--- src/rtl/zigzag_reorder_buf.sv ---
// Ping-pong 8x8 coefficient buffer: fills one bank in raster order while the other
// drains in JPEG zigzag order straight into a stallable output register.
module zigzag_reorder_buf #(
  parameter int DWIDTH = 12
) (
  input  logic              clk,
  input  logic              rst,
  input  logic              in_valid,
  output logic              in_ready,
  input  logic [DWIDTH-1:0] in_data,
  output logic              out_valid,
  input  logic              out_ready,
  output logic [DWIDTH-1:0] out_data,
  output logic              out_sob,
  output logic              out_eob
);

  typedef enum logic {IDLE, DRAIN} state_t;

  localparam logic [5:0] ZZ [64] = '{
     0,  1,  8, 16,  9,  2,  3, 10, 17, 24, 32, 25, 18, 11,  4,  5,
    12, 19, 26, 33, 40, 48, 41, 34, 27, 20, 13,  6,  7, 14, 21, 28,
    35, 42, 49, 56, 57, 50, 43, 36, 29, 22, 15, 23, 30, 37, 44, 51,
    58, 59, 52, 45, 38, 31, 39, 46, 53, 60, 61, 54, 47, 55, 62, 63};

  logic [DWIDTH-1:0] mem [128];
  logic [1:0]        full, full_nxt;
  logic              wr_bank, rd_bank, rd_bank_nxt;
  logic [5:0]        wr_cnt, rd_cnt;
  state_t            state, state_nxt;
  logic              wr_fire, wr_done, adv, rd_fire, rd_done;

  assign in_ready = ~full[wr_bank];
  assign wr_fire  = in_valid & in_ready;
  assign wr_done  = wr_fire & (wr_cnt == 6'd63);
  assign adv      = ~out_valid | out_ready;
  assign rd_fire  = (state == DRAIN) & adv;
  assign rd_done  = rd_fire & (rd_cnt == 6'd63);

  // Next state looks at next-cycle flags so a block completing this cycle
  // starts draining on the very next cycle (two-cycle in-to-out latency).
  always_comb begin
    full_nxt    = full;
    rd_bank_nxt = rd_bank ^ rd_done;
    if (wr_done) full_nxt[wr_bank] = 1'b1;
    if (rd_done) full_nxt[rd_bank] = 1'b0;
    state_nxt   = full_nxt[rd_bank_nxt] ? DRAIN : IDLE;
  end

  always_ff @(posedge clk) begin
    if (rst) begin
      state   <= IDLE;
      full    <= 2'b00;
      wr_bank <= 1'b0;
      rd_bank <= 1'b0;
      wr_cnt  <= 6'd0;
      rd_cnt  <= 6'd0;
    end else begin
      state   <= state_nxt;
      full    <= full_nxt;
      rd_bank <= rd_bank_nxt;
      if (wr_fire) begin
        wr_cnt <= wr_cnt + 6'd1;
        if (wr_done) wr_bank <= ~wr_bank;
      end
      if (rd_fire) rd_cnt <= rd_cnt + 6'd1;
    end
  end

  always_ff @(posedge clk) begin
    if (wr_fire && !rst) mem[{wr_bank, wr_cnt}] <= in_data;
  end

  // The RAM read register doubles as the output register; a read is only
  // issued when the presented beat is leaving, so backpressure simply freezes it.
  always_ff @(posedge clk) begin
    if (rst) begin
      out_valid <= 1'b0;
      out_data  <= '0;
      out_sob   <= 1'b0;
      out_eob   <= 1'b0;
    end else if (adv) begin
      out_valid <= rd_fire;
      if (rd_fire) begin
        out_data <= mem[{rd_bank, ZZ[rd_cnt]}];
        out_sob  <= (rd_cnt == 6'd0);
        out_eob  <= (rd_cnt == 6'd63);
      end else begin
        out_sob  <= 1'b0;
        out_eob  <= 1'b0;
      end
    end
  end

endmodule

--- config.mk ---
export PLATFORM = sky130hd
export DESIGN_NAME = zigzag_reorder_buf
export DESIGN_NICKNAME = d
export VERILOG_FILES = /design/src/rtl/zigzag_reorder_buf.sv
export SDC_FILE = /design/constraint.sdc
export NUM_CORES = 2
export LEC_CHECK = 0
export CORE_UTILIZATION = 40
export CTS_BUF_LIST = sky130_fd_sc_hd__clkbuf_8 sky130_fd_sc_hd__clkbuf_16
export DETAILED_ROUTE_END_ITERATION = 16
export PLACE_DENSITY = 0.6
export SYNTH_ARGS = -nofsm -noshare
export SYNTH_HDL_FRONTEND = slang
export SYNTH_SLANG_ARGS = --single-unit
--- constraint.sdc ---
create_clock -name clk -period 7.18 [get_ports clk]
set_input_delay 1.436 -clock clk [delete_from_list [all_inputs] [get_ports clk]]
set_output_delay 1.436 -clock clk [all_outputs]
set_load 0.02 [all_outputs]
==> summary.json <==
{
  "yosys": {
    "yosys.area.top_type_share": 0.721,
    "synth_edf_count": 1536,
    "synthesis.yosys.warnings": 0,
    "yosysMostFrequentCell": "edfxtp_1",
    "postSynthNetCount": 4595,
    "fraction_of_registers_with_async_set_or_reset_after_synthesis": 0,
    "synth-seq-area-share": 0.731,
    "area_of_the_mapped_netlist_um2": 64000,
    "post_synth.cell_area_avg_um2": 14.0,
    "post_synth_main_area_contributors": "edfxtp_1, nand2_1, nand3_1",
    "synth_seq_cells": 1568,
    "netlist.top_cell.by_area": "edfxtp_1",
    "netlist_top_cells_count": "edfxtp_1, nand2_1, nand3_1, nor2_1, and3_1",
    "instance_count_of_the_mapped_netlist": 4563,
    "netlist-cell-type-count": 82,
    "dominantRegCellSynth": "edfxtp_1"
  },
  "setup_path": {
    "worst_r2r_path_depth": 12,
    "reg2reg_slack_ns": 1.01,
    "crit_path_start": "rd_cnt[0]",
    "worstSetupStartpointType": "register",
    "cp.arrival_ns": 6.86,
    "ff_to_ff_end": "out_data[2]",
    "worst_ep_required_time_ns": 7.87,
    "timing.rr.start": "rd_cnt[0]",
    "cp_max_fo": 94,
    "crit_end": "out_data[2]",
    "end_kind": "register",
    "criticalPathCategory": "reg -> reg"
  },
  "global_route": {
    "grt_busiest_layer": "met2",
    "initial_antenna_violation_count": 9,
    "grt_use_met3": 0.0337,
    "grtUsageMet2": 0.335,
    "grt.overflow.total": 0,
    "grt.total_usage": 0.215,
    "vias_in_the_first_global_route": 36854,
    "grt_first_pass_wirelength_mm": 257,
    "grt_start_max_net_pins": 153,
    "grt.met1_usage": 0.310
  },
  "die": {
    "rows": 146,
    "design.die.area_um2": 161000,
    "fp.dieW_um": 402,
    "floorplan.initialDensity": 0.403,
    "core_region_area_um2": 159000,
    "io-pin-count": 32,
    "die-height_um": 402
  },
  "job": {
    "max-cap-violations": 0
  },
  "final_layout": {
    "area_growth_pct": 11.6,
    "drive_gt1_frac": 0.116,
    "final_nets": 4589,
    "final_cell_area_um2": 71400,
    "layout.cells.non_filler": 6757,
    "area_taken_by_flip_flops_and_latches_um2": 46800,
    "finish.utilization": 0.450,
    "layout.filler_cells": 13974,
    "multi_input_gate_area_in_the_final_layout_um2": 15500
  },
  "drt": {
    "drc": 0,
    "drt_iter0_markers": 4717,
    "firstDrtPassIters": 7,
    "routed_wirelength_mm": 177,
    "detail_route.wl_per_cell_um": 26.2,
    "antenna_violating_nets_post_route": 0,
    "routed_via_density": 5.80,
    "routed-via-count": 39176
  },
  "timing": {
    "fin_setup_tns_ns": 0,
    "max_slew_margin": 0.0601,
    "rsz0062_at_grt": "false",
    "report.final.setup_viol": 0,
    "final-max-slew-violation-count": 0,
    "period_minus_slack_ns": 6.17,
    "fmax_mhz": 162,
    "hold_viol": 0,
    "fin_ws_ns": 1.01,
    "fraction_of_the_cycle_the_final_worst_path_needs": 0.859,
    "worstMarginPinSlew_ns": 1.40,
    "final.setup_skew_ns": 0.0427
  },
  "clock_tree": {
    "post_cts_hold_buffer_count": 0,
    "cts-htree-levels": 4,
    "buffers_inserted_by_post_cts_timing_repair": 0,
    "ctsResizeCount": 0,
    "clk_transition_reported_paths_ns": 0.06,
    "tritoncts.num_buffers": 162,
    "root_buffer": "clkbuf_16",
    "clk-insertion-delay-late_ns": 0.84,
    "cts_max_path_buffers": 3,
    "cts.sink_count": 1568,
    "tritoncts": "yes"
  },
  "outcome": {
    "outcome": "complete, no violations"
  },
  "placement": {
    "placement.setup.worst_slack_ns": 1.09,
    "gp_congestion": 0.840,
    "place_inst": 6465,
    "half_perimeter_wire_length_of_the_detailed_placement_result_mm": 102,
    "detailed_place.area_um2": 66300,
    "port_buffers": 31
  },
  "power_and_ir_drop": {
    "p_per_area_nw_per_um2": 256,
    "power_leakage_uw": 0.0233,
    "vdd.ir_drop.worst_mv": 0.242
  },
  "worst_hold_path": {
    "hold_crit_class": "reg -> reg"
  }
}
==> worst min-delay path by stage <==
| stage | startpoint | end | slack, ns | cells past startpoint |
|---|---|---|---|---|
| finish | wr_cnt[1] | wr_cnt[1] | 0.55 | 2 |
| detailed placement | wr_cnt[1] | wr_cnt[1] | 0.53 | 2 |
| global route | full[1] | full[1] | 0.59 | 2 |
| CTS | wr_cnt[1] | wr_cnt[1] | 0.54 | 2 |
| global placement | full[1] | full[1] | 0.52 | 2 |
| floorplan | state | out_valid | 0.43 | 2 |
==> placed cells by master, fill, tap and decap left out, types with 32 or more instances in the layout <==
cell and n:
a211oi_1 112, a21oi_1 61, a311oi_1 51, a31oi_1 132
a32oi_1 73, and3_1 146, buf_4 117, clkbuf_16 162
clkinv_1 37, dfxtp_1 32, edfxtp_1 1536, inv_1 48
mux2_2 84, mux2i_1 59, nand2_1 945, nand3_1 325
nand4_1 38, nor2_1 211, o21ai_0 49, o22ai_1 61
==> kinds of logic (layout without fill, tap and decap cells) <==
logic type,after synthesis,in the layout,share of synthesized area
fa+ha+maj,16,16,0.00313
other cells,0,1,0
xor+xnor,11,11,0.00162
buf+inv,332,453,0.0275
flops,1568,1568,0.731
compound gates,703,703,0.0826
simple gates,1776,1776,0.125
mux,157,157,0.0288
==> metal layers <==
metal	wire length, um	share of wire
met2	82600	0.47
met1	77100	0.44
met4	4670	0.026
met5	49	0.00028
met3	12500	0.071
==> where the power goes <==
group          internal [uW]  total [uW]  switching [uW]
sequential             10100       10100            3.02
clock                   4410        8020            3610
combinational           22.2         225             203
total                  14500       18300            3820
==> critical path, cell delays in order, from the launching register on <==
cell	delay, ns
dfxtp_1	0.64
inv_1	0.33
ha_1	0.46
or2_2	0.33
a21oi_1	0.23
o221ai_2	0.24
nand2_8	0.77
nand3_1	0.97
o22ai_1	0.51
nor4b_1	0.15
a31oi_1	0.47
nor4b_1	0.75
nor4_1	0.12
==> registers in the layout, indices dropped and copies added, names as in the netlist <==
| signal | cells |
|---|---|
| full | 2 |
| mem | 1536 |
| out_data | 12 |
| out_eob | 1 |
| out_sob | 1 |
| out_valid | 1 |
| rd_bank | 1 |
| rd_cnt | 6 |
| state | 1 |
| wr_bank | 1 |
| wr_cnt | 6 |
==> final cells by class <==
| class | instances | share of cell area |
|---|---|---|
| sequential | 1568 | 0.655 |
| multi-input combinational | 2663 | 0.217 |
| clock buffer | 167 | 0.0578 |
| tap | 2072 | 0.0363 |
| timing repair buffer | 154 | 0.0198 |
| clock inverter | 124 | 0.0132 |
| inverter | 8 | 0.000421 |
| antenna | 1 | 0.0000351 |
==> through the flow <==
stage	hold WS (ns)	power (uW)
5_1_grt	0.588	18700
4_1_cts	0.544	18400
2_1_floorplan	0.432	10300
3_3_place_gp	0.519	10500
6_report	0.549	18300
3_5_place_dp	0.531	10500
Power figures use the tool's default switching activity.
